--- src/rtl/pwm_pkg.sv ---
// rtl/pwm_pkg.sv - shared constants and state type for the PWM update scheduler
package pwm_pkg;

    localparam logic [2:0] ADDR_TOP  = 3'd4;
    localparam logic [2:0] ADDR_CTRL = 3'd5;

    localparam int CTRL_EN     = 0;
    localparam int CTRL_COMMIT = 1;
    localparam int CTRL_INV    = 2;

    // All-ones; sliced to the counter width where used so TOP defaults to full range
    localparam logic [31:0] DEFAULT_TOP = 32'hFFFF_FFFF;

    typedef enum logic [1:0] {
        ST_DISABLED = 2'd0,
        ST_RUN      = 2'd1,
        ST_PENDING  = 2'd2
    } state_t;

endpackage

--- src/rtl/pwm_channel.sv ---
// rtl/pwm_channel.sv - one PWM channel: active duty register, compare and output flop
module pwm_channel #(
    parameter int CNT_W = 8
) (
    input  logic             clk,
    input  logic             rst_n,
    input  logic             load,
    input  logic [CNT_W-1:0] duty_shadow,
    input  logic [CNT_W-1:0] cnt,
    input  logic             enable,
    input  logic             inv,
    output logic             pwm
);

    logic [CNT_W-1:0] duty_active;

    // Active duty only changes when the scheduler commits the shadow set
    always_ff @(posedge clk or negedge rst_n) begin
        if (!rst_n) begin
            duty_active <= '0;
        end else if (load) begin
            duty_active <= duty_shadow;
        end
    end

    // Output lags the counter by one cycle; held low (no inversion) while disabled
    always_ff @(posedge clk or negedge rst_n) begin
        if (!rst_n) begin
            pwm <= 1'b0;
        end else begin
            pwm <= enable ? ((cnt < duty_active) ^ inv) : 1'b0;
        end
    end

endmodule

--- src/rtl/pwm_update_scheduler.sv ---
// rtl/pwm_update_scheduler.sv - period counter, shadow registers and boundary-aligned commit FSM
module pwm_update_scheduler
    import pwm_pkg::*;
#(
    parameter int NUM_CH = 4,
    parameter int CNT_W  = 8
) (
    input  logic              clk,
    input  logic              rst_n,
    input  logic              wr_valid,
    output logic              wr_ready,
    input  logic [2:0]        wr_addr,
    input  logic [CNT_W-1:0]  wr_data,
    output logic [NUM_CH-1:0] pwm_out,
    output logic              period_start,
    output logic              commit_pending,
    output logic              running
);

    state_t           state;
    logic [CNT_W-1:0] cnt;
    logic [CNT_W-1:0] top_active;
    logic [CNT_W-1:0] top_shadow;
    logic [CNT_W-1:0] duty_shadow [NUM_CH];
    logic             inv_shadow;
    logic             inv_active;

    logic wr_fire;
    logic ctrl_wr;
    logic wrap;
    logic apply_now;

    assign commit_pending = (state == ST_PENDING);
    assign wr_ready       = !commit_pending;
    assign running        = (state != ST_DISABLED);

    assign wr_fire = wr_valid && wr_ready;
    assign ctrl_wr = wr_fire && (wr_addr == ADDR_CTRL);
    assign wrap    = (cnt == top_active);

    // Shadows go active either immediately (commit while disabled) or on the wrap edge of a pending period
    assign apply_now = ((state == ST_DISABLED) && ctrl_wr && wr_data[CTRL_COMMIT]) ||
                       ((state == ST_PENDING) && wrap);

    // Host writes land in the shadow set; unmapped addresses are accepted and dropped
    always_ff @(posedge clk or negedge rst_n) begin
        if (!rst_n) begin
            for (int i = 0; i < NUM_CH; i++) begin
                duty_shadow[i] <= '0;
            end
            top_shadow <= DEFAULT_TOP[CNT_W-1:0];
            inv_shadow <= 1'b0;
        end else if (wr_fire) begin
            for (int i = 0; i < NUM_CH; i++) begin
                if (wr_addr == 3'(i)) begin
                    duty_shadow[i] <= wr_data;
                end
            end
            if (wr_addr == ADDR_TOP) begin
                top_shadow <= wr_data;
            end
            if (wr_addr == ADDR_CTRL) begin
                inv_shadow <= wr_data[CTRL_INV];
            end
        end
    end

    // Controller FSM with the shared period counter and the shared active TOP/INV
    always_ff @(posedge clk or negedge rst_n) begin
        if (!rst_n) begin
            state      <= ST_DISABLED;
            cnt        <= '0;
            top_active <= DEFAULT_TOP[CNT_W-1:0];
            inv_active <= 1'b0;
        end else begin
            case (state)
                ST_DISABLED: begin
                    cnt <= '0;
                    if (ctrl_wr) begin
                        if (wr_data[CTRL_COMMIT]) begin
                            top_active <= top_shadow;
                            inv_active <= wr_data[CTRL_INV];
                        end
                        if (wr_data[CTRL_EN]) begin
                            state <= ST_RUN;
                        end
                    end
                end
                ST_RUN: begin
                    cnt <= wrap ? '0 : cnt + CNT_W'(1);
                    if (ctrl_wr) begin
                        if (!wr_data[CTRL_EN]) begin
                            state <= ST_DISABLED;
                            cnt   <= '0;
                        end else if (wr_data[CTRL_COMMIT]) begin
                            state <= ST_PENDING;
                        end
                    end
                end
                ST_PENDING: begin
                    if (wrap) begin
                        cnt        <= '0;
                        top_active <= top_shadow;
                        inv_active <= inv_shadow;
                        state      <= ST_RUN;
                    end else begin
                        cnt <= cnt + CNT_W'(1);
                    end
                end
                default: begin
                    state <= ST_DISABLED;
                    cnt   <= '0;
                end
            endcase
        end
    end

    // Period marker aligned with the output cycle that reflects count 0
    always_ff @(posedge clk or negedge rst_n) begin
        if (!rst_n) begin
            period_start <= 1'b0;
        end else begin
            period_start <= running && (cnt == '0);
        end
    end

    for (genvar i = 0; i < NUM_CH; i++) begin : g_ch
        pwm_channel #(.CNT_W(CNT_W)) u_ch (
            .clk         (clk),
            .rst_n       (rst_n),
            .load        (apply_now),
            .duty_shadow (duty_shadow[i]),
            .cnt         (cnt),
            .enable      (running),
            .inv         (inv_active),
            .pwm         (pwm_out[i])
        );
    end

endmodule
--- config.mk ---
export PLATFORM = sky130hd
export DESIGN_NAME = pwm_update_scheduler
export DESIGN_NICKNAME = d
export VERILOG_FILES = /design/src/rtl/pwm_pkg.sv /design/src/rtl/pwm_channel.sv /design/src/rtl/pwm_update_scheduler.sv
export SDC_FILE = /design/constraint.sdc
export NUM_CORES = 1
export LEC_CHECK = 0
export CAP_MARGIN = 0
export CORE_ASPECT_RATIO = 0.7
export CORE_MARGIN = 4
export CORE_UTILIZATION = 55
export CTS_CLUSTER_DIAMETER = 80
export DETAILED_ROUTE_END_ITERATION = 7
export GPL_TIMING_DRIVEN = 0
export MAX_ROUTING_LAYER = met4
export PLACE_DENSITY = 0.74
export SYNTH_ARGS = -nofsm -noshare
export SYNTH_HDL_FRONTEND = slang
export SYNTH_SLANG_ARGS = --single-unit
--- constraint.sdc ---
create_clock -name clk -period 2.49 [get_ports clk]
set_input_delay 0.3735 -clock clk [delete_from_list [all_inputs] [get_ports clk]]
set_output_delay 0.3735 -clock clk [all_outputs]
set_load 0.03 [all_outputs]
# After elaboration in Yosys (flattened, before gate mapping)
# Cells that the tools add are included.
# op_classes
n_addsub	1
n_lt_le_gt_ge	4
n_eq_ne	14
mux	23
n_bitwise	4
reduce_logical	21
# ops
op	count
$mux 8	6
$lt 8x8->1	4
$pmux 8 s2	2
$mux 2	6
$reduce_and 2->1	6
$add 8x1->8 const B	1
$eq 8x8->1	1
$logic_not 8->1	1
$ne 2x2->1 const B	4
$mux 1	7
$eq 3x2->1 const B	2
$eq 3x3->1 const B	2
$logic_and 1x1->1	6
$pmux 2 s3	1
$reduce_and 5->1	1
$reduce_and 4->1	1
$reduce_bool 2->1	2
$xor 1x1->1	4
$eq 3x1->1 const B	1
$logic_not 3->1	1
$ne 3x3->1 const B	1
$eq 2x1->1 const B	1
$eq 2x2->1 const B	1
$logic_not 2->1	1
other kinds (4)	4
# word_totals
ff_bits	97
in_bits	14
out_inout_bits	8

# Longest topological paths before layout
# Gate-level depths: netlist of the first run.
# logic_depth
depth_word	7
mapped_depth	8
depth_no_buf	7

# By module
# A second synthesis of the first run with hierarchy kept.
# hier_totals
hier_cells	414
hier_area_um2	4797.1
# modules_own_cells
mod	instances	cells_each	area_each_um2
pwm_update_scheduler	1	198	2705.1
pwm_channel	4	54	523.0

# Least setup slack after synthesis of the first run
# Ideal clock, no wire load.
# synth_timing
path_kind	reg2reg
from	reg state[0]
to	reg g_ch[0].u_ch.duty_active[0]
setup_ps	125
arrival_ps	2161
t_required_ps	2365
path_slack_ps	203
stages_incl_launch_ff	7
path_buffers	1
synth_period_minus_slack_ps	2287
path_cell_list	dfrtp_1 > inv_1 > ha_1 > inv_1 > o32a_4 > buf_12 > mux2_4
# synth_between
elab_chain_len	7
elab_cells_between_ends	9
# synth_lines
element	line	text
start: declaration	pwm_update_scheduler.sv:20	state_t state;
start signal: assignment	pwm_update_scheduler.sv:71	state <= ST_DISABLED;
start signal: assignment	pwm_update_scheduler.sv:85	state <= ST_RUN;
start signal: assignment	pwm_update_scheduler.sv:93	state <= ST_DISABLED;
$eq 2x2->1	pwm_update_scheduler.sv:33	assign commit_pending = (state == ST_PENDING);
named net commit_pending	pwm_update_scheduler.sv:16	output logic commit_pending,
$logic_not 1->1	pwm_update_scheduler.sv:34	assign wr_ready = !commit_pending;
named net wr_ready	pwm_update_scheduler.sv:11	output logic wr_ready,
$logic_and 1x1->1	pwm_update_scheduler.sv:37	assign wr_fire = wr_valid && wr_ready;
$logic_and 1x1->1	pwm_update_scheduler.sv:38	assign ctrl_wr = wr_fire && (wr_addr == ADDR_CTRL);
$logic_and 1x1->1 (2 in series)	pwm_update_scheduler.sv:42	assign apply_now = ((state == ST_DISABLED) && ctrl_wr && wr_data[CTRL_COMMIT]) ||
$logic_or 1x1->1	pwm_update_scheduler.sv:42	
end signal: assignment	pwm_channel.sv:22	duty_active <= duty_shadow;
end: declaration	pwm_channel.sv:15	logic [CNT_W-1:0] duty_active;
# The timed path passes the listed nets, and every way through them passes these cells.
# A chain may end at the register's enable or synchronous reset.

# Worst setup path in the final report of the first run
# layout_timing
from	reg state[0]
to	out wr_ready
# layout_between
elab_chain_len	2
# layout_lines
element	line
$eq 2x2->1	pwm_update_scheduler.sv:33
$logic_not 1->1	pwm_update_scheduler.sv:34
end: declaration	pwm_update_scheduler.sv:11
# Every way passes these cells.

==> run_results.csv, run 1 <==
group,metric,value,unit
sta,setup_viol,0,
cts,cts_buffer_depth,2,
synthesis,synth_nets,409,
global_route,grt_pass1_vias,2977,
setup_path,cp_slowest_cell,"clkdlybuf4s50_1",
power,peakVddDrop,0.000627,V
floorplan,rows,28,
route,vias,2784,
placement,dpl.hpwl,6540,um
finish,n_fill_cell,666,
setup_path,worstPathArrival,2.03,ns
cts,root_buffer,"clkbuf_16",
synthesis,ys.warnings.count,0,
floorplan,die_h,86.7,um
global_route,grt_antenna_before_repair,0,
power,leakage,2.66,nW
sta,slew_headroom,61.7,%
finish,nNetsFinal,443,
placement,placed_cell_area,0.00525,sq mm
sta,tightestPinTransition,0.573,ns
job,maxCapViolCount,0,
floorplan,start_util,57.0,%
global_route,grt_max_degree,75,
floorplan,die_x,120,um
route,ant_nets,0,
global_route,grt_pass1_wl,15400,um
floorplan,core,0.00855,sq mm
sta,rsz0062_at_grt,"false",
placement,routabilityCongestion,0.801,
setup_path,cpMostUsedCell,"inv_1",
cts,htreeDepth,3,
cts,clkSinkCount,97,
setup_path,start_kind,"flip-flop",
cts,clkLatencyLatePin,0.34,ns
cts,cts_tree,"built",
global_route,grt_usage,20.0,%
route,avgViaCountPerCell,5.35,
route,drc,0,
finish,syn_to_final_growth,14.2,%
sta,fin_crit_sh,96.5,%
setup_path,crit_required,2.12,ns
setup_path,path_cells,"inv_1 > ha_1 > inv_1 > clkdlybuf4s50_1",
synthesis,ys_ff_latch,97,
cts,clk_pin_slew,0.06,ns
sta,maxSlewViolCount,0,
route,totalWireLength,9160,um
synthesis,ys_dominant_reg_cell,"dfrtp_1",
finish,final-seq-area,0.00245,sq mm
cts,cts_buffers,9,
finish,fin_area,0.00556,sq mm
global_route,top_usage_layer,"met2",
finish,multi_input_area,0.00218,sq mm
synthesis,synth_enable_flop_cells,0,
setup_path,crit_type,"flip-flop to output port",
synthesis,seq_area_frac_synth,50.3,%
route,drt-initial-drc-count,137,
finish,layout-drive-gt1-share,33.0,%
worst_hold_path,hp-class,"input pin to asynchronous set/reset pin",
sta,min_period,2.40,ns
sta,hold_viol,0,
sta,timing.hold.ws,0.478,ns
synthesis,synth.distinct_cells,40,
sta,fin_skew,0.00747,ns
synthesis,syn_area,0.00487,sq mm
setup_path,critPathMaxFanout,7,
floorplan,num_io_pins,22,
global_route,met3_usage,5.41,%
synthesis,avgSynthCellArea,13.5,sq um
route,dr.pass1.iters,4,
setup_path,critPathBufInv,3,
power,p_per_area,1080,mW/mm^2
setup_path,cp-end-kind,"output port",
global_route,met2_usage,30.3,%
setup_path,slowest_delay,0.71,ns
finish,diodes,0,
sta,fmax,416,MHz
route,wl_per_cell,17.6,um
global_route,grt.overflow.total,0,
global_route,met1_usage,27.0,%
synthesis,synth-async-reset-ratio,100,%
placement,io_buffers,21,
run_status,status,"finished, final reports clean",
setup_path,cp_top_family,"buffers and inverters",
synthesis,synth_cells,361,
floorplan,die_area,0.0104,sq mm
==> report_power, final <==
group | switching [W] | total, W | leakage (nW) | internal (W)
sequential | 0.000333 | 0.00257 | 1.19 | 0.00224
combinational | 0.000932 | 0.00206 | 1.33 | 0.00112
clock | 0.000569 | 0.00137 | 0.143 | 0.000802
==> path summary, 6_finish.rpt <==
path | from | end | slack [ns] | cells past startpoint
setup / recovery | state[0] | wr_ready | 0.09 | 4
hold / removal | rst_n | duty_shadow[17] | 0.48 | 2
setup reg to reg | state[0] | duty_shadow[4] | 0.19 | 5
hold reg to reg | duty_shadow[24] | g_ch[0].u_ch.duty_active[0] | 0.50 | 1
max in group asynchronous | rst_n | top_shadow[0] | 1.32 | 3
min in group clk | duty_shadow[24] | g_ch[0].u_ch.duty_active[0] | 0.50 | 1
==> flip-flops by register name, summed over array words and instances, names as in the netlist <==
register               count
g_ch.u_ch.duty_active     32
cnt                        8
top_active                 8
inv_shadow                 1
inv_active                 1
g_ch.u_ch.pwm              4
period_start               1
state                      2
top_shadow                 8
duty_shadow               32
==> metrics by stage <==
step	TNS, ns	power, W	instances	setup slack [ns]	utilization [%]
finish	0	0.00600	520	0.0867	65.1
global route	0	0.00639	520	0.00542	65.1
CTS	0	0.00607	520	0.0905	65.1
detailed placement	0	0.00466	503	0.151	61.5
global placement	-217.56	0.00455	502	-2.44	61.2
floorplan	0	0.00408	361	0.203	-
==> worst register-to-register path, stage by stage (launching register included) <==
cell and delay (ns):
dfrtp_1 0.38, inv_1 0.09, ha_1 0.30, nor3b_1 0.44, nand3_1 0.52, mux2_2 0.46
==> cells in the mapped netlist, types with 3 or more instances <==
master | number | share of area (%)
xnor2_2 | 3 | 1.0
mux2_2 | 53 | 12
ha_1 | 34 | 8.7
clkbuf_1 | 3 | 0.23
inv_1 | 35 | 2.7
nor2_1 | 11 | 0.85
a21o_1 | 4 | 0.62
a21oi_1 | 9 | 0.93
dfstp_2 | 16 | 8.6
nand2b_1 | 7 | 0.90
nand3_1 | 4 | 0.41
a221o_1 | 4 | 0.82
o21ai_0 | 5 | 0.51
buf_12 | 3 | 1.2
mux2_4 | 30 | 9.3
xor2_1 | 3 | 0.54
a31oi_1 | 4 | 0.51
mux2i_1 | 6 | 1.2
xnor2_1 | 8 | 1.4
buf_4 | 4 | 0.62
nand2_1 | 10 | 0.77
dfrtp_1 | 81 | 42
and3_1 | 7 | 0.90
==> cell families (layout without fill, tap and decap cells) <==
kind of cell	Yosys count	count (layout)	synth area share (%)
flip-flops	97	97	50.3
multiplexers	89	89	22.7
AND/OR/NAND/NOR	48	48	5.24
buffers and inverters	46	85	5.01
adder cells (fa/ha/maj)	34	34	8.74
AO/OA/AOI/OAI	33	33	5.01
XOR/XNOR	14	14	2.98
==> timing repair <==
action | CTS | global route
hold buffers | 1 | 0
hold endpoints to repair | 23 | 0
buffers inserted | 0 | 0
gates resized for setup | 0 | 0
==> routing by layer <==
| layer | vias up | part of all wire [%] |
|---|---|---|
| li1 | 1320 | - |
| met1 | 1395 | 48 |
| met2 | 54 | 46 |
| met3 | 15 | 4.4 |
| met4 | 0 | 1.6 |
| met5 | - | 0 |
==> layout make-up <==
type                       instances  share of cell area (%)
clock inverter                     5                   0.990
clock buffer                      11                    4.36
sequential                        97                    44.0
inverter                          35                    2.36
tap                              120                    2.70
timing repair buffer              23                    4.41
buffer                            11                    2.02
multi-input combinational        218                    39.1
==> cell usage in the layout, fill, tap and decap left out, types with 3 or more instances in the layout <==
cell / synthesis / routed
nor2_1: 11 / 11
xnor2_2: 3 / 3
a21oi_1: 9 / 9
ha_1: 34 / 34
o21ai_0: 5 / 5
nand2b_1: 7 / 7
and3_1: 7 / 7
buf_12: 3 / 3
dfrtp_1: 81 / 81
dfstp_2: 16 / 16
a31oi_1: 4 / 4
nand2_1: 10 / 10
a21o_1: 4 / 4
xor2_1: 3 / 3
a221o_1: 4 / 4
mux2i_1: 6 / 6
clkdlybuf4s50_1: 0 / 20
clkbuf_1: 3 / 4
mux2_2: 53 / 53
inv_1: 35 / 35
buf_4: 4 / 5
clkbuf_16: 0 / 9
mux2_4: 30 / 30
nand3_1: 4 / 4
xnor2_1: 8 / 8
Note: power is estimated with default switching activity, not from simulation.
==> inputs of run 2 (changes only) <==
Settings changed: PLACE_DENSITY 0.74 to not set, PLACE_DENSITY_LB_ADDON set to 0.25.
==> run_results.csv, run 2 (synthesis gave the netlist of run 1 again) <==
group,metric,value,unit
worst_hold_path,hp-class,"input pin to asynchronous set/reset pin",
cts,cts_tree,"built",
floorplan,die_area,0.0104,sq mm
floorplan,die_x,120,um
finish,layout-drive-gt1-share,33.3,%
route,vias,2788,
floorplan,start_util,57.0,%
sta,timing.hold.ws,0.0584,ns
sta,setup_viol,0,
setup_path,worstPathArrival,2.00,ns
route,dr.pass1.iters,4,
cts,cts-resized-gates,0,
sta,hold_viol,0,
finish,top_regs,"duty_shadow x32, g_ch.u_ch.duty_active x32",
global_route,grt_max_degree,54,
cts,root_buffer,"clkbuf_16",
finish,n_fill_cell,662,
sta,setup-tns-final,0,ns
setup_path,cp_slowest_cell,"clkdlybuf4s50_1",
setup_path,cpMostUsedCell,"inv_1",
route,totalWireLength,9130,um
placement,dpl.hpwl,6470,um
sta,rsz0062_at_grt,"false",
cts,clkLatencyLatePin,0.35,ns
route,ant_nets,0,
placement,dp_slack,0.118,ns
cts,cts.hold.buffers_added,0,
power,p_per_area,1100,mW/mm^2
setup_path,start_kind,"flip-flop",
setup_path,path_cells,"inv_1 > ha_1 > inv_1 > clkdlybuf4s50_1",
sta,maxSlewViolCount,0,
floorplan,die_h,86.7,um
placement,routabilityCongestion,0.756,
route,drc,0,
route,avgViaCountPerCell,5.37,
floorplan,core,0.00855,sq mm
setup_path,crit_required,2.12,ns
power,peakVddDrop,0.000590,V
sta,final_critical_path_setup_slack,0.121,ns
setup_path,critPathMaxFanout,7,
sta,fin_crit_sh,95.2,%
route,drt-initial-drc-count,136,
finish,nNetsFinal,442,
placement,io_buffers,21,
sta,min_period,2.37,ns
global_route,grt_pass1_wl,15300,um
setup_path,cp-end-kind,"output port",
global_route,grt_pass1_vias,2944,
setup_path,slowest_delay,0.70,ns
finish,post-route-util,65.3,%
cts,cts_setup_buffers,0,
finish,mostFrequentLayoutCell,"dfrtp_1",
job,maxCapViolCount,0,
sta,fmax,422,MHz
global_route,grt.overflow.total,0,
global_route,grt_antenna_before_repair,0,
setup_path,crit_type,"flip-flop to output port",
run_status,status,"finished, final reports clean",
global_route,grt_usage,20.0,%
sta,slew_headroom,54.5,%
cts,clk_pin_slew,0.07,ns
cts,cts_buffers,9,
cts,htreeDepth,3,
power,power.total,0.00611,W
floorplan,rows,28,
finish,layout_common_cells,"dfrtp_1 (81), mux2_2 (53), inv_1 (35)",
finish,syn_to_final_growth,14.6,%
finish,diodes,0,
route,wl_per_cell,17.6,um
cts,clkSinkCount,97,
floorplan,num_io_pins,22,
cts,cts_buffer_depth,2,
sta,tightestPinTransition,0.683,ns
power,leakage,2.67,nW
setup_path,r2r-start,"state[0]",
sta,fin_skew,0.00853,ns
setup_path,crit_start,"state[0]",
-- run 2: cell types whose count changed in the layout (fill, tap and decap cells not counted) --
cell           before  now
clkinvlp_4          1    2
nor2_4              0    1
bufinv_16           1    2
nor2_2              1    0
dlygate4sd3_1       1    0
clkinv_4            1    0
clkinv_1            1    0
-- run 2: metal layers --
layer  track usage (%)  routed length, um  share of wire (%)
met2              30.1               4150                 45
met1              27.6               4580                 50
met4              5.25                120                1.3
met5                 -                  0                  0
met3              4.96                277                3.0
-- run 2: where the power goes --
part | switching, W | internal (W)
Sequential | 0.000334 | 0.00224
Combinational | 0.000932 | 0.00112
Clock | 0.000578 | 0.000905
Total | 0.00184 | 0.00427
-- run 2: path summary, 6_finish.rpt --
| path | slack [ns] | end | depth (start not counted) |
|---|---|---|---|
| min in group clk | 0.50 | g_ch[3].u_ch.duty_active[3] | 1 |
| hold / removal | 0.06 | duty_shadow[17] | 1 |
| hold reg to reg | 0.50 | g_ch[3].u_ch.duty_active[3] | 1 |
| max in group asynchronous | 1.71 | top_shadow[0] | 2 |
| setup reg to reg | 0.23 | duty_shadow[4] | 5 |
| setup / recovery | 0.12 | wr_ready | 4 |
-- run 2: area by class of cell --
class	count	area [sq um]	share of cell area, %
flip-flops and latches	97	2450	43.8
multi-input cells	218	2180	39.1
clock buffers	11	243	4.35
repair buffers	22	235	4.21
well taps	120	150	2.69
inverters	35	131	2.35
plain buffers	11	113	2.02
clock inverters	5	80.1	1.43
-- run 2: worst max-delay path: cells and delay by family, from the launching register on --
kind | cells | cell delay [ns]
buffers and inverters | 3 | 0.97
DFF | 1 | 0.37
adders and majority gates | 1 | 0.30
-- run 2: per-stage QoR --
stage / cell area (sq um) / instances
after floorplan: 4870 / 361
after global placement: 5230 / 502
after detailed placement: 5250 / 503
after CTS: 5580 / 519
after global routing: 5580 / 519
final: 5580 / 519
